`src/rtl/mul_sequencer.sv`:
```
// Sequential signed multiplier with flag generation (MULI/MULR/MULSI/MULSR).
// Latency: start at edge T -> DONE at T+33 (radix-2) or T+17 (radix-4), IDLE one cycle later.
// Backpressure: none; stall holds fetch/decode while busy, and a start seen while busy is dropped.
//
// Ports:
//   clk, rst                     clock, synchronous active-high reset
//   start, mul_type, operand_a,
//   operand_b, destReg           request; sampled only in IDLE
//   flush                        aborts an operation in RUN or DONE
//   busy, stall                  status to the pipeline
//   mul_release, writeToReg      one-cycle result strobes in DONE
//   readRegDest, writeData,
//   flags_out                    result fields; valid in DONE, zero otherwise
//
// Build option: define MUL_RADIX4_EN to retire two multiplier bits per cycle
// (16 RUN cycles). Results and flags are identical in both builds.

module mul_sequencer (
    input  logic        clk,
    input  logic        rst,
    input  logic        start,
    input  logic [1:0]  mul_type,
    input  logic [31:0] operand_a,
    input  logic [31:0] operand_b,
    input  logic [3:0]  destReg,
    input  logic        flush,
    output logic        busy,
    output logic        stall,
    output logic        mul_release,
    output logic        writeToReg,
    output logic [3:0]  readRegDest,
    output logic [31:0] writeData,
    output logic [3:0]  flags_out
);

    typedef enum logic [1:0] {
        S_IDLE = 2'd0,
        S_RUN  = 2'd1,
        S_DONE = 2'd2
    } state_t;

`ifdef MUL_RADIX4_EN
    localparam logic [4:0] CNT_LAST = 5'd15;
`else
    localparam logic [4:0] CNT_LAST = 5'd31;
`endif

    state_t      state_q;
    logic [63:0] mcand_q;
    logic [31:0] mplier_q;
    logic [63:0] acc_q;
    logic [4:0]  cnt_q;
    logic        neg_q;
    logic [1:0]  type_q;
    logic [3:0]  dest_q;
    logic        done_q;
    logic [3:0]  rd_q;
    logic [31:0] wdata_q;
    logic [3:0]  flags_q;

    logic [31:0] abs_a;
    logic [31:0] abs_b;
    logic [63:0] addend;
    logic [63:0] mcand_d;
    logic [31:0] mplier_d;
    logic [63:0] acc_d;
    logic [63:0] prod_d;
    logic [3:0]  flags_d;

    // Magnitudes as unsigned 32-bit values; 0x80000000 negates to itself,
    // which read as unsigned is exactly 2^31.
    assign abs_a = operand_a[31] ? (~operand_a + 32'd1) : operand_a;
    assign abs_b = operand_b[31] ? (~operand_b + 32'd1) : operand_b;

`ifdef MUL_RADIX4_EN
    always_comb begin
        addend = 64'd0;
        case (mplier_q[1:0])
            2'b00:   addend = 64'd0;
            2'b01:   addend = mcand_q;
            2'b10:   addend = mcand_q << 1;
            default: addend = mcand_q + (mcand_q << 1);
        endcase
    end
    assign mcand_d  = mcand_q << 2;
    assign mplier_d = mplier_q >> 2;
`else
    assign addend   = mplier_q[0] ? mcand_q : 64'd0;
    assign mcand_d  = mcand_q << 1;
    assign mplier_d = mplier_q >> 1;
`endif

    assign acc_d = acc_q + addend;

    // acc_d is the complete magnitude product on the final RUN cycle.
    assign prod_d = (neg_q && (acc_d != 64'd0)) ? (~acc_d + 64'd1) : acc_d;

    // V: the 64-bit product does not fit in 32 signed bits.
    assign flags_d = type_q[1] ?
        {prod_d[31], (prod_d[31:0] == 32'd0), 1'b0,
         (prod_d[63:32] != {32{prod_d[31]}})} : 4'b0000;

    always_ff @(posedge clk) begin
        if (rst) begin
            state_q  <= S_IDLE;
            mcand_q  <= 64'd0;
            mplier_q <= 32'd0;
            acc_q    <= 64'd0;
            cnt_q    <= 5'd0;
            neg_q    <= 1'b0;
            type_q   <= 2'd0;
            dest_q   <= 4'd0;
            done_q   <= 1'b0;
            rd_q     <= 4'd0;
            wdata_q  <= 32'd0;
            flags_q  <= 4'd0;
        end else begin
            case (state_q)
                S_IDLE: begin
                    // flush wins over a same-cycle start
                    if (start && !flush) begin
                        state_q  <= S_RUN;
                        mcand_q  <= {32'd0, abs_a};
                        mplier_q <= abs_b;
                        acc_q    <= 64'd0;
                        cnt_q    <= 5'd0;
                        neg_q    <= operand_a[31] ^ operand_b[31];
                        type_q   <= mul_type;
                        dest_q   <= destReg;
                    end
                end
                S_RUN: begin
                    if (flush) begin
                        state_q <= S_IDLE;
                        acc_q   <= 64'd0;
                        cnt_q   <= 5'd0;
                    end else begin
                        acc_q    <= acc_d;
                        mcand_q  <= mcand_d;
                        mplier_q <= mplier_d;
                        cnt_q    <= cnt_q + 5'd1;
                        if (cnt_q == CNT_LAST) begin
                            state_q <= S_DONE;
                            done_q  <= 1'b1;
                            rd_q    <= dest_q;
                            wdata_q <= prod_d[31:0];
                            flags_q <= flags_d;
                        end
                    end
                end
                default: begin
                    // DONE lasts exactly one cycle, flushed or not
                    state_q <= S_IDLE;
                    done_q  <= 1'b0;
                    rd_q    <= 4'd0;
                    wdata_q <= 32'd0;
                    flags_q <= 4'd0;
                end
            endcase
        end
    end

    assign busy        = (state_q != S_IDLE);
    assign stall       = (start && (state_q == S_IDLE)) || busy;
    // A flush during DONE must suppress the strobes in that same cycle.
    assign mul_release = done_q && !flush;
    assign writeToReg  = done_q && !flush;
    assign readRegDest = rd_q;
    assign writeData   = wdata_q;
    assign flags_out   = flags_q;

endmodule

```
`config.mk`:
```
export PLATFORM = sky130hd
export DESIGN_NAME = mul_sequencer
export DESIGN_NICKNAME = d
export VERILOG_FILES = /design/src/rtl/mul_sequencer.sv
export SDC_FILE = /design/constraint.sdc
export NUM_CORES = 1
export LEC_CHECK = 0
export CORE_UTILIZATION = 53
export CTS_CLUSTER_DIAMETER = 120
export CTS_CLUSTER_SIZE = 14
export DETAILED_ROUTE_END_ITERATION = 7
export MAX_ROUTING_LAYER = met4
export PLACE_DENSITY = 0.7
export SETUP_SLACK_MARGIN = 0.3
export SYNTH_ARGS = -nofsm -noshare
export SYNTH_HDL_FRONTEND = slang
export SYNTH_SLANG_ARGS = --single-unit
export TNS_END_PERCENT = 5
```
`constraint.sdc`:
```
create_clock -name clk -period 7.2 [get_ports clk]
set_input_delay 0.72 -clock clk [delete_from_list [all_inputs] [get_ports clk]]
set_output_delay 0.72 -clock clk [all_outputs]
set_load 0.1 [all_outputs]
```
Yosys cells after proc, flatten, opt, wreduce, memory -nomap -nowiden
Cells that the tools add are included.
- register bits after elaboration: 215
- bits of input ports: 74
- output and inout port bits: 44
- logic and storage cells: 78
- add/subtract/negate cells: 5
- equality and inequality tests: 7
- mux-type cells: 33
- bitwise logic cells: 5
- reductions and logical operators: 16
- operator list (kind ; count):
    2-to-1 mux 64 bit ; 6
    case mux 64 bit (2 select lines) ; 2
    2-to-1 mux 32 bit ; 6
    case mux 32 bit (2 select lines) ; 2
    adder 32 x 1 -> 32 bit, second input constant ; 2
    adder 64 x 1 -> 64 bit, second input constant ; 1
    adder 64 bit ; 1
    inverter 32 bit ; 2
    inverter 64 bit ; 1
    nonzero test 64 bit ; 1
    zero test 32 bit ; 1
    != test 32 bit ; 1
    2-to-1 mux 4 bit ; 5
    case mux 4 bit (2 select lines) ; 2
    2-to-1 mux 5 bit ; 2
    case mux 5 bit (2 select lines) ; 1
    2-to-1 mux 2 bit ; 3
    != test 2 bit, second input constant ; 3
    AND reduction 2 bit ; 3
    AND reduction 3 bit ; 2
    adder 5 x 1 -> 5 bit, second input constant ; 1
    == test 5 bit, second input constant ; 1
    logical AND 1 bit ; 4
    case mux 2 bit (2 select lines) ; 1
    10 further kinds ; 12

Logic depth before layout (Yosys ltp)
Gate-level depths: netlist of run 1.
- depth after elaboration: 10
- depth in mapped cells: 25
- mapped depth without buffers: 19

Least setup slack after synthesis of run 1
OpenSTA, ideal clock, no wires.
- path type: flip-flop to flip-flop
- start: reg mplier_q[0]
- end: reg flags_q[2] (netlist: flags_out[2])
- arrival: 5782 ps
- required time: 7137 ps
- setup slack: 1355 ps
- cell stages (with the launch flop): 23
- path buffers: 5
- period minus slack after synthesis: 5845 ps
- cell sequence: dfxtp_1 -> clkbuf_1 -> clkbuf_1 -> nand2_1 -> fa_1 -> nand2b_1 -> a21oi_1 -> o21ai_0 -> o211ai_1 -> xor2_1 -> or4_1 -> buf_2 -> nor4_4 -> nand4bb_2 -> or4_4 -> buf_6 -> o31ai_4 -> buf_6 -> nor3b_1 -> or4_1 -> a2111o_1 -> nor4_2 -> a32o_1
- cells in the longest elaborated chain, start to end: 10
- elaborated cells on any way between the ends: 12
- ends and longest elaborated chain (what ; RTL line ; RTL):
    from (decl) ; 50 ; logic [31:0] mplier_q;
    from (signal assigned) ; 124 ; mplier_q <= abs_b;
    from (signal assigned) ; 140 ; mplier_q <= mplier_d;
    2-to-1 mux 64 bit (*) ; 88 ; assign addend = mplier_q[0] ? mcand_q : 64'd0;
    adder 64 bit (*) ; 93 ; assign acc_d = acc_q + addend;
    inverter 64 bit / nonzero test 64 bit (equally long branches) ; 96 ; assign prod_d = (neg_q && (acc_d != 64'd0)) ? (~acc_d + 64'd1) : acc_d;
    adder 64 x 1 -> 64 bit / logical AND 1 bit (equally long branches) ; 96 ;
    2-to-1 mux 64 bit (*) ; 96 ;
    zero test 32 bit (*) ; 100 ; {prod_d[31], (prod_d[31:0] == 32'd0), 1'b0,
    2-to-1 mux 4 bit (*) ; 99 ; assign flags_d = type_q[1] ?
    2-to-1 mux 4 bit (*) ; 142 ; if (cnt_q == CNT_LAST) begin
    2-to-1 mux 4 bit (*) ; 133 ; if (flush) begin
    case mux 4 bit (2 select lines) (*) ; 118 ; case (state_q)
    to (signal assigned) ; 147 ; flags_q <= flags_d;
    to (decl) ; 59 ; logic [3:0] flags_q;
Every way passes the cells marked *; elsewhere a longest branch is shown, timed or not. The select of a mux whose other input is x is not followed.
A chain may end at the register's enable or synchronous reset.

Final worst setup path of run 1
Same ends and word-level chain as after synthesis.

==> impl_metrics.tcl, run 1 <==
set metrics [dict create \
    status "finished, final reports clean" \
    drv_cap 0 \
    hold_viol_final 0 \
    grt_use_total 0.3699 \
    synth_top_area_share 0.2494 \
    synth_nets 2502 \
    setup_viol 0 \
    rows 65 \
    start_util 0.5405 \
    avgRoutedWirePerCell_microns 21.78 \
    grt_overflow_total 0 \
    worst_pin_slew_ns 1.115 \
    p_int_mw 1.934 \
    r2r-end "flags_out[2]$_SDFFE_PP0P_" \
    fin_util 0.6116 \
    htreeDepth 1 \
    syn_area_sq_um 17100 \
    required_ns 7.68 \
    crit_top_cell "or4_1" \
    first_global_vias 16640 \
    path_cells "buf_4 -> nand2_1 -> fa_1 -> nand2b_1 -> a21oi_2 -> o21ai_0 -> o211ai_1 -> xor2_1 -> or4_1 -> nor4_4 -> nand4bb_2 -> or4_4 -> o31ai_4 -> buf_12 -> nor3_1 -> or4_1 -> a2111o_1 -> nor4_2 -> a32o_1" \
    cp_max_fo 44 \
    syn_avg_cell_area_sq_um 7.249 \
    synth-seq-cells 213 \
    relSlewSlack 0.2545 \
    cts_buffers 20 \
    ys.flop_type "dfxtp_1" \
    grt_max_degree 123 \
    synth_edf_count 0 \
    drtIter0Drc 1870 \
    cts_root_buf "clkbuf_16" \
    clk_pin_slew_worst_paths_ns 0.07 \
    finalSetupTns_ns 0 \
    seqPwrFrac 0.442 \
    cp-end-kind "flip-flop" \
    timing.final.crit_share 0.9383 \
    fin_crit_ns 6.756 \
    synth_top_cell_by_area "dfxtp_1" \
    power_density_nw_per_um2 144.5 \
    crit-reg2reg-launch "mplier_q[0]$_SDFFE_PP0P_" \
    dp_hpwl_microns 47290 \
    dieArea_sq_um 32990 \
    min_path_type "flip-flop to flip-flop" \
    p_sw_mw 0.8613 \
    die_w_microns 181.6 \
    ir_drop_v 0.0001303 \
    nFillCells 2920 \
    ant_nets 0 \
    cts.sinks 213 \
    cts_hold_buffers 0 \
    drv_slew 0 \
    wl_microns 61060 \
    p_clk_frac 0.361 \
    synth_commonest_cells "nor2_1, a21oi_1, dfxtp_1, nand2_1, clkbuf_1" \
    cpPeakStageDelay_ns 0.67 \
    cp-endpoint "flags_out[2]$_SDFFE_PP0P_" \
    drive_above_1_share 0.06958 \
    yosysWarnings 0 \
    power.leakage_nw 7.507 \
    rr_worst_depth 19 \
    postSynth.asyncResetShare 0 \
    cts_tree "done" \
    cts_buffer_depth 3 \
    cp_slowest_cell "or4_1" \
    chipHeight_microns 181.6 \
    synthCells 2359 \
    cp-start-kind "flip-flop" \
    fin_skew_ns 0.03804 \
    antenna_found_initial 1 \
    drc_errors 0 \
    rsz0062_at_grt "false" \
    io_pins 118 \
    dr_total_vias 18530 \
    worst_ep_arrival_time_ns 7.23 \
    fmax_mhz 148.0 \
    yosysSeqAreaShare 0.2494 \
    ff2ff_setup_slack_ns 0.44 \
    yosysMostFrequentCell "nor2_1" \
    drt-pass1-iter-count 5 \
    crit_start "mplier_q[0]$_SDFFE_PP0P_" \
    area_growth_pct 13.16 \
    swShare 0.3081 \
    synth.area.top_cells "dfxtp_1, nor2_1, a21oi_1, ha_1, nand2_1" \
    gp_congestion 1.076 \
    grt_pass1_wl_microns 93740 \
    insertion_delay_ns 0.54 \
    combPwrFrac 0.197 \
    viasPerCell 6.611 \
    portBuffers 115 \
    coreArea_sq_um 31640 \
    worstSetupPathType "flip-flop to flip-flop" \
    yosysUniqueCellTypes 98 \
    layout.nets 2541 \
]
==> flip-flops by register name, summed over array words and instances, names as in the netlist, 2 cells and up <==
register and cells:
acc_q 64, readRegDest 4, writeData 32, cnt_q 5, flags_out 3, dest_q 4
mplier_q 32, state_q 2, mcand_q 64
==> worst min-delay path by stage <==
stage / slack (ns) / cells after the start / from / to
2_1_floorplan: 0.43 / 1 / cnt_q[3]$_SDFFE_PP0P_ / cnt_q[3]$_SDFFE_PP0P_
3_3_place_gp: 0.44 / 2 / writeData[13]$_SDFFE_PP0P_ / writeData[13]$_SDFFE_PP0P_
3_5_place_dp: 0.45 / 2 / writeData[15]$_SDFFE_PP0P_ / writeData[15]$_SDFFE_PP0P_
4_1_cts: 0.46 / 2 / writeData[15]$_SDFFE_PP0P_ / writeData[15]$_SDFFE_PP0P_
5_1_grt: 0.48 / 2 / mcand_q[57]$_SDFFE_PP0P_ / mcand_q[57]$_SDFFE_PP0P_
6_report: 0.45 / 2 / writeData[15]$_SDFFE_PP0P_ / writeData[15]$_SDFFE_PP0P_
==> metrics by stage <==
step	setup slack (ns)	hold WS (ns)	area (sq um)	total power [mW]	cells
final	0.4444	0.4533	19350	2.796	2803
after global routing	0.2993	0.4786	19350	2.887	2802
after CTS	0.3934	0.4576	19210	2.791	2798
after detailed placement	0.4137	0.4477	18660	1.794	2774
after global placement	0.4586	0.4380	18660	1.782	2774
after floorplan	1.355	0.4287	17100	1.607	2359
==> critical path: cells and delay by family, from the launching register on <==
| kind | cells | cell delay (ns) |
|---|---|---|
| AO/OA/AOI/OAI | 6 | 1.86 |
| XOR/XNOR | 1 | 0.17 |
| adder cells (fa/ha/maj) | 1 | 0.48 |
| buffers and inverters | 2 | 0.54 |
| flip-flops | 1 | 0.37 |
| AND/OR/NAND/NOR | 9 | 3.23 |
==> metal layers <==
layer,up-vias,routed length [microns],global-route usage
li1,8777,-,-
met1,8758,27840,0.5319
met2,907,25320,0.5322
met3,89,6663,0.07100
met4,0,1232,0.07661
met5,-,0,-
==> layout by cell type (no fill, tap or decap), types with 22 or more instances in the layout <==
cell type	count
o21ai_0	105
o211ai_1	35
xnor2_1	45
nand3_1	66
nand2_1	206
or3_1	25
inv_1	28
clkdlybuf4s50_1	114
o21a_1	27
a211oi_1	67
a21o_1	25
nor2_1	329
and2_1	80
xor2_1	86
nor4_1	22
o31ai_1	28
nor3_1	45
buf_4	71
ha_1	68
nand4_1	48
dfxtp_1	213
a21oi_1	219
a22oi_1	83
==> final cells by class <==
cell class	count	area, sq um	area share
Antenna cell	1	2.502	0.0001293
Inverter	29	108.9	0.005626
Clock inverter	3	31.28	0.001617
Sequential cell	213	4264	0.2204
Clock buffer	21	525.5	0.02716
Timing Repair Buffer	187	1705	0.08813
Tap cell	402	503.0	0.02599
Multi-Input combinational cell	1947	12210	0.6310
==> power by group through the flow <==
| stage | combinational [mW] | sequential [mW] | clock [mW] |
|---|---|---|---|
| 3_3_place_gp | 0.523 | 1.26 | 0 |
| 3_5_place_dp | 0.534 | 1.26 | 0 |
| 6_report | 0.551 | 1.24 | 1.01 |
| 5_1_grt | 0.594 | 1.24 | 1.06 |
| 2_1_floorplan | 0.360 | 1.25 | 0 |
| 4_1_cts | 0.535 | 1.23 | 1.02 |
==> kinds of logic after synthesis <==
family	count (synthesis)	synth area share
simple gates	974	0.2807
compound gates	753	0.2943
flops	213	0.2494
buf+inv	199	0.04610
xor+xnor	131	0.06710
fa+ha+maj	69	0.05093
mux	19	0.01134
other cells	1	0.0002193
==> timing repair <==
action                     in CTS  in global routing
setup buffers                   0                  4
setup endpoints to repair       0                  2
gates resized for setup         0                 19
(Power assumes the default switching activity.)
==> inputs of run 2 (changes only) <==
--- a/config.mk
+++ b/config.mk
@@ -11,7 +11,6 @@
 export DETAILED_ROUTE_END_ITERATION = 7
 export MAX_ROUTING_LAYER = met4
 export PLACE_DENSITY = 0.7
-export SETUP_SLACK_MARGIN = 0.3
 export SYNTH_ARGS = -nofsm -noshare
 export SYNTH_HDL_FRONTEND = slang
 export SYNTH_SLANG_ARGS = --single-unit
==> constraint.sdc (replaced) <==
create_clock -name clk -period 6.4 [get_ports clk]
set_input_delay 0.64 -clock clk [delete_from_list [all_inputs] [get_ports clk]]
set_output_delay 0.64 -clock clk [all_outputs]
set_load 0.1 [all_outputs]
==> run 2 against run 1 <==
Wire length increased by 3.3%. Critical path depth increased by 3. First-iteration DRC count shrank 10%. Die area is the same. Flip-flop and latch count unchanged. Cell count rose by 3.5%.
==> impl_metrics.tcl, run 2 (synthesis results as in run 1) <==
set metrics [dict create \
    status "finished, final reports clean" \
    worstSetupPathType "flip-flop to flip-flop" \
    viasPerCell 6.486 \
    pre_cts_ws_ns -0.1630 \
    dr_total_vias 18810 \
    required_ns 6.87 \
    avgRoutedWirePerCell_microns 21.76 \
    dieArea_sq_um 32990 \
    ir_drop_v 0.0001619 \
    reg_top3 "acc_q x64, mcand_q x64" \
    drtIter0Drc 1676 \
    dp_hpwl_microns 49400 \
    setup_viol 0 \
    coreArea_sq_um 31640 \
    cts_root_buf "clkbuf_16" \
    cts.sinks 213 \
    grt_use_met3 0.09346 \
    ant_nets 0 \
    first_global_vias 17290 \
    use_met1 0.5334 \
    cts_hold_buffers 0 \
    worst_ep_arrival_time_ns 6.70 \
    gp_congestion 1.079 \
    fin_crit_ns 6.230 \
    layoutNonFillerInstCount 2900 \
    fmax_mhz 160.5 \
    wl_microns 63100 \
    drc_errors 0 \
    io_pins 118 \
    start_util 0.5405 \
    place_inst 2872 \
    drv_slew 0 \
    drv_cap 0 \
    cts_buffers 19 \
    power_density_nw_per_um2 156.7 \
    htreeDepth 1 \
    cts_tree "done" \
    antenna_found_initial 1 \
    cp_max_fo 22 \
    portBuffers 115 \
    busiest_layer "met2" \
    grt_overflow_total 0 \
    ff2ff_setup_slack_ns 0.17 \
    combPwrFrac 0.214 \
    p_int_mw 2.195 \
    clk_pin_slew_worst_paths_ns 0.07 \
    hold_viol_final 0 \
    grt_use_total 0.3837 \
    power.leakage_nw 7.996 \
    grtUsageMet2 0.5597 \
    die_w_microns 181.6 \
    insertion_delay_ns 0.53 \
    cp-start-kind "flip-flop" \
    worst_pin_slew_ns 1.158 \
    layout_commonest_cell "nor2_1" \
    swShare 0.3051 \
    drive_above_1_share 0.1113 \
    timing.final.crit_share 0.9734 \
    cp-end-kind "flip-flop" \
    rows 65 \
    cts_buffer_depth 3 \
    grt_pass1_wl_microns 97050 \
    fin_util 0.6370 \
    layout.nets 2639 \
    nFillCells 2762 \
    drt-pass1-iter-count 6 \
    fin_skew_ns 0.03696 \
    p_clk_frac 0.349 \
    fin_ws_ns 0.1702 \
    p_sw_mw 0.9636 \
    min_path_type "flip-flop to flip-flop" \
    grt_max_degree 149 \
    area_growth_pct 17.85 \
    relSlewSlack 0.2253 \
    seqPwrFrac 0.438 \
    final_cell_mix "nor2_1, a21oi_1, dfxtp_1" \
    chipHeight_microns 181.6 \
]
[run 2: cell types whose count changed in the layout (fill, tap and decap cells not counted), moves of 2 or more]
cell / delta
inv_8: -2
clkbuf_16: -2
a21oi_1: -5
a2111oi_2: +2
inv_6: +2
buf_6: +2
a2111oi_1: -3
a21oi_2: +5
buf_4: +96
[run 2: final timing paths]
check / endpoint / from / cells after the start
min: writeData[14]$_SDFFE_PP0P_ / writeData[14]$_SDFFE_PP0P_ / 2
min reg2reg: writeData[14]$_SDFFE_PP0P_ / writeData[14]$_SDFFE_PP0P_ / 2
max: flags_out[2]$_SDFFE_PP0P_ / mplier_q[0]$_SDFFE_PP0P_ / 22
max reg2reg: flags_out[2]$_SDFFE_PP0P_ / mplier_q[0]$_SDFFE_PP0P_ / 22
[run 2: per-stage QoR]
| stage | TNS [ns] | hold WS, ns | power, mW | cell area (sq um) |
|---|---|---|---|---|
| 2_1_floorplan | 0 | 0.4287 | 1.808 | 17100 |
| 3_3_place_gp | -0.01290 | 0.4390 | 2.039 | 19410 |
| 3_5_place_dp | -0.2028 | 0.4464 | 2.055 | 19410 |
| 4_1_cts | 0 | 0.4553 | 3.140 | 19950 |
| 5_1_grt | -0.01983 | 0.4740 | 3.278 | 20150 |
| 6_report | 0 | 0.4532 | 3.158 | 20150 |
[run 2: power by group through the flow]
stage	clock [mW]	combinational [mW]	sequential (mW)
after floorplan	0	0.405	1.40
after global placement	0	0.629	1.41
after detailed placement	0	0.644	1.41
after CTS	1.11	0.648	1.38
after global routing	1.16	0.731	1.39
final	1.10	0.675	1.38
[run 2: what timing repair did]
action | in CTS | in global routing
gates resized for setup | 3 | 34
pin swaps | 0 | 7
setup endpoints to repair | 2 | 2
setup buffers | 0 | 5
cloned | 0 | 0
[run 2: layer usage]
metal  share of wire  wire length [microns]
met3            0.11                   6699
met4           0.020                   1243
met1            0.45                  28570
met5               0                      0
met2            0.42                  26580
[run 2: critical path, stage by stage (launching register included)]
cell and delay, ns:
dfxtp_1 0.32, buf_4 0.19, and2_1 0.17, ha_1 0.50
and4_1 0.31, and3_1 0.39, o211ai_1 0.25, a2111oi_2 0.50
buf_4 0.19, nor3_2 0.06, o41ai_1 0.43, buf_4 0.20
xor2_1 0.19, nor2_1 0.09, buf_4 0.16, and3_1 0.21
a31oi_4 0.32, buf_4 0.35, a21boi_0 0.17, nor4b_1 0.37
nand4_1 0.34, nor4_2 0.31, a32o_1 0.15
[run 2: area by class of cell]
class	count	area, sq um	share of cell area
Multi-Input combinational cell	1947	12280	0.6095
Sequential cell	213	4264	0.2116
Timing Repair Buffer	286	2469	0.1225
Tap cell	402	503.0	0.02496
Clock buffer	19	475.5	0.02359
Inverter	29	108.9	0.005401
Clock inverter	3	47.55	0.002359
Antenna cell	1	2.502	0.0001242
==> inputs of run 3 (changes only) <==
--- a/config.mk
+++ b/config.mk
@@ -9,8 +9,9 @@
 export CTS_CLUSTER_DIAMETER = 120
 export CTS_CLUSTER_SIZE = 14
 export DETAILED_ROUTE_END_ITERATION = 7
+export GPL_TIMING_DRIVEN = 0
 export MAX_ROUTING_LAYER = met4
-export PLACE_DENSITY = 0.7
+export PLACE_DENSITY = 0.73
 export SYNTH_ARGS = -nofsm -noshare
 export SYNTH_HDL_FRONTEND = slang
 export SYNTH_SLANG_ARGS = --single-unit
==> run 3 against run 2 <==
Clock-buffer cell count grew 1. Power shrank 0.62%. Critical path type unchanged. Final area grew 2.3%. Wire length grew 6.8%. Clock skew shrank 0.0012 ns. Critical path depth is the same. Global-route usage grew 1.8 points. Cell count grew 1.3%. Register-to-register slack lost 0.17 ns. Sequential share of layout area shrank 0.45 points.
==> impl_metrics.tcl, run 3 (synthesis results as in run 1) <==
set metrics [dict create \
    status "finished, final reports clean" \
    drv_cap 0 \
    start_util 0.5405 \
    worstSetupPathType "flip-flop to flip-flop" \
    drt-pass1-iter-count 6 \
    required_ns 6.85 \
    grt_use_met3 0.05475 \
    path_cells "clkbuf_2 -> and2_1 -> ha_1 -> a21oi_2 -> o21a_1 -> o211ai_1 -> or4b_2 -> o211ai_1 -> o2111ai_2 -> nor3_4 -> nand4bb_4 -> or4_4 -> buf_6 -> o31ai_4 -> buf_6 -> buf_6 -> buf_4 -> nor3_1 -> nor3_2 -> nand4_1 -> nor4_4 -> a32o_1" \
    crit_top_cell "buf_6" \
    cts_buffer_depth 3 \
    ir_drop_v 0.0001645 \
    first_global_vias 18050 \
    layout_commonest_cell "nor2_1" \
    rr_worst_depth 22 \
    rows 65 \
    holdPathEnd "mcand_q[63]$_SDFFE_PP0P_" \
    drtIter0Drc 2129 \
    portBuffers 114 \
    coreArea_sq_um 31640 \
    hold_path_depth 2 \
    htreeDepth 1 \
    insertion_delay_ns 0.52 \
    drv_slew 0 \
    cp-start-kind "flip-flop" \
    dp_hpwl_microns 52790 \
    reg_top3 "acc_q x64, mcand_q x64" \
    drc_errors 0 \
    power_density_nw_per_um2 152.3 \
    layout.nets 2677 \
    fmax_mhz 156.3 \
    drive_above_1_share 0.1089 \
    cp-end-kind "flip-flop" \
    die_w_microns 181.6 \
    r2r-end "flags_out[2]$_SDFFE_PP0P_" \
    setup_viol 0 \
    min_path_type "flip-flop to flip-flop" \
    cpPeakStageDelay_ns 0.65 \
    ff2ff_setup_slack_ns 0.004 \
    place_inst 2876 \
    layoutNonFillerInstCount 2938 \
    cts.sinks 213 \
    gp_congestion 1.065 \
    hp-start "mcand_q[63]$_SDFFE_PP0P_" \
    area_growth_pct 20.51 \
    dr_total_vias 19730 \
    wl_microns 67370 \
    nFillCells 2856 \
    avgRoutedWirePerCell_microns 22.93 \
    io_pins 118 \
    ant_nets 0 \
    viasPerCell 6.716 \
    fin_skew_ns 0.03578 \
    dpl-instance-area_sq_um 18750 \
    timing.final.crit_share 0.9994 \
    cts_root_buf "clkbuf_16" \
    final_cell_mix "nor2_1, dfxtp_1, nand2_1" \
    use_met1 0.5261 \
    grt_use_total 0.4015 \
    grtUsageMet2 0.6260 \
    worst_ep_arrival_time_ns 6.85 \
    cp_slowest_cell "or4b_2" \
    clk_pin_slew_worst_paths_ns 0.07 \
    stdcell_area_sq_um 20610 \
    fin_util 0.6514 \
    cp_max_fo 10 \
    crit-reg2reg-launch "mplier_q[0]$_SDFFE_PP0P_" \
    dieArea_sq_um 32990 \
    antenna_found_initial 1 \
    relSlewSlack 0.1539 \
    grt_pass1_wl_microns 101100 \
    power.leakage_nw 7.899 \
    chipHeight_microns 181.6 \
    fin_crit_ns 6.396 \
    grt_max_degree 15 \
    cts_tree "done" \
    cts_buffers 19 \
    hold_viol_final 0 \
    grt_overflow_total 0 \
    busiest_layer "met2" \
    worst_pin_slew_ns 1.264 \
]
-- run 3: cell types whose count changed in the layout (fill, tap and decap cells not counted), sizes merged --
cell    previous run  this run
buf              172        71
bufinv             1         0
clkbuf            19       159
-- run 3: critical path: cells and delay by family, from the launching register on --
kind	cells	cell delay (ns)
AND/OR/NAND/NOR	9	2.82
AO/OA/AOI/OAI	7	1.73
adder cells (fa/ha/maj)	1	0.42
buffers and inverters	5	0.95
flip-flops	1	0.41
-- run 3: worst max-delay path by stage --
stage                                         from  cells past startpoint  slack (ns)                        end
after floorplan           mplier_q[0]$_SDFFE_PP0P_                     22        0.56  flags_out[2]$_SDFFE_PP0P_
after global placement    mplier_q[0]$_SDFFE_PP0P_                     22       -2.27  flags_out[2]$_SDFFE_PP0P_
after detailed placement  mplier_q[0]$_SDFFE_PP0P_                     21       -2.06  flags_out[2]$_SDFFE_PP0P_
after CTS                 mplier_q[0]$_SDFFE_PP0P_                     23      -0.006  flags_out[2]$_SDFFE_PP0P_
after global routing      mplier_q[0]$_SDFFE_PP0P_                     23       -0.07  flags_out[0]$_SDFFE_PP0P_
final                     mplier_q[0]$_SDFFE_PP0P_                     22       0.004  flags_out[2]$_SDFFE_PP0P_
-- run 3: cell type report --
class / count / area (sq um) / share of cell area
multi-input cells: 1947 / 12960 / 0.6290
inverters: 29 / 108.9 / 0.005282
clock buffers: 20 / 479.2 / 0.02325
repair buffers: 170 / 1604 / 0.07784
diodes: 1 / 2.502 / 0.0001214
clock inverters: 2 / 20.02 / 0.0009715
flip-flops and latches: 213 / 4268 / 0.2071
plain buffers: 154 / 659.4 / 0.03200
well taps: 402 / 503.0 / 0.02441
-- run 3: stage by stage --
step / total power [mW] / setup WS, ns / hold slack, ns / TNS, ns
after floorplan: 1.808 / 0.5553 / 0.4287 / 0
after global placement: 2.016 / -2.270 / 0.4400 / -39.96
after detailed placement: 2.025 / -2.061 / 0.4463 / -38.37
after CTS: 3.086 / -0.006045 / 0.4549 / -0.006045
after global routing: 3.233 / -0.06501 / 0.4807 / -0.1167
final: 3.139 / 0.003697 / 0.4565 / 0
-- run 3: repair_timing --
action,4_1_cts,5_1_grt
hold buffers,0,0
gates resized for setup,102,110
pin swaps,14,38
setup buffers,16,39
endpoints found under the setup margin,34,2
-- run 3: metal layers --
metal | routed length [microns] | vias to the layer above
met4 | 2729 | 0
met2 | 30340 | 1138
met1 | 27570 | 9386
met3 | 6734 | 181
li1 | - | 9028
met5 | 0 | -
-- run 3: report_power, final --
part	leakage (nW)	total, mW	internal (mW)	switching (mW)
registers	1.72	1.38	1.36	0.0262
clock network	0.246	1.05	0.535	0.520
logic	5.93	0.700	0.266	0.434
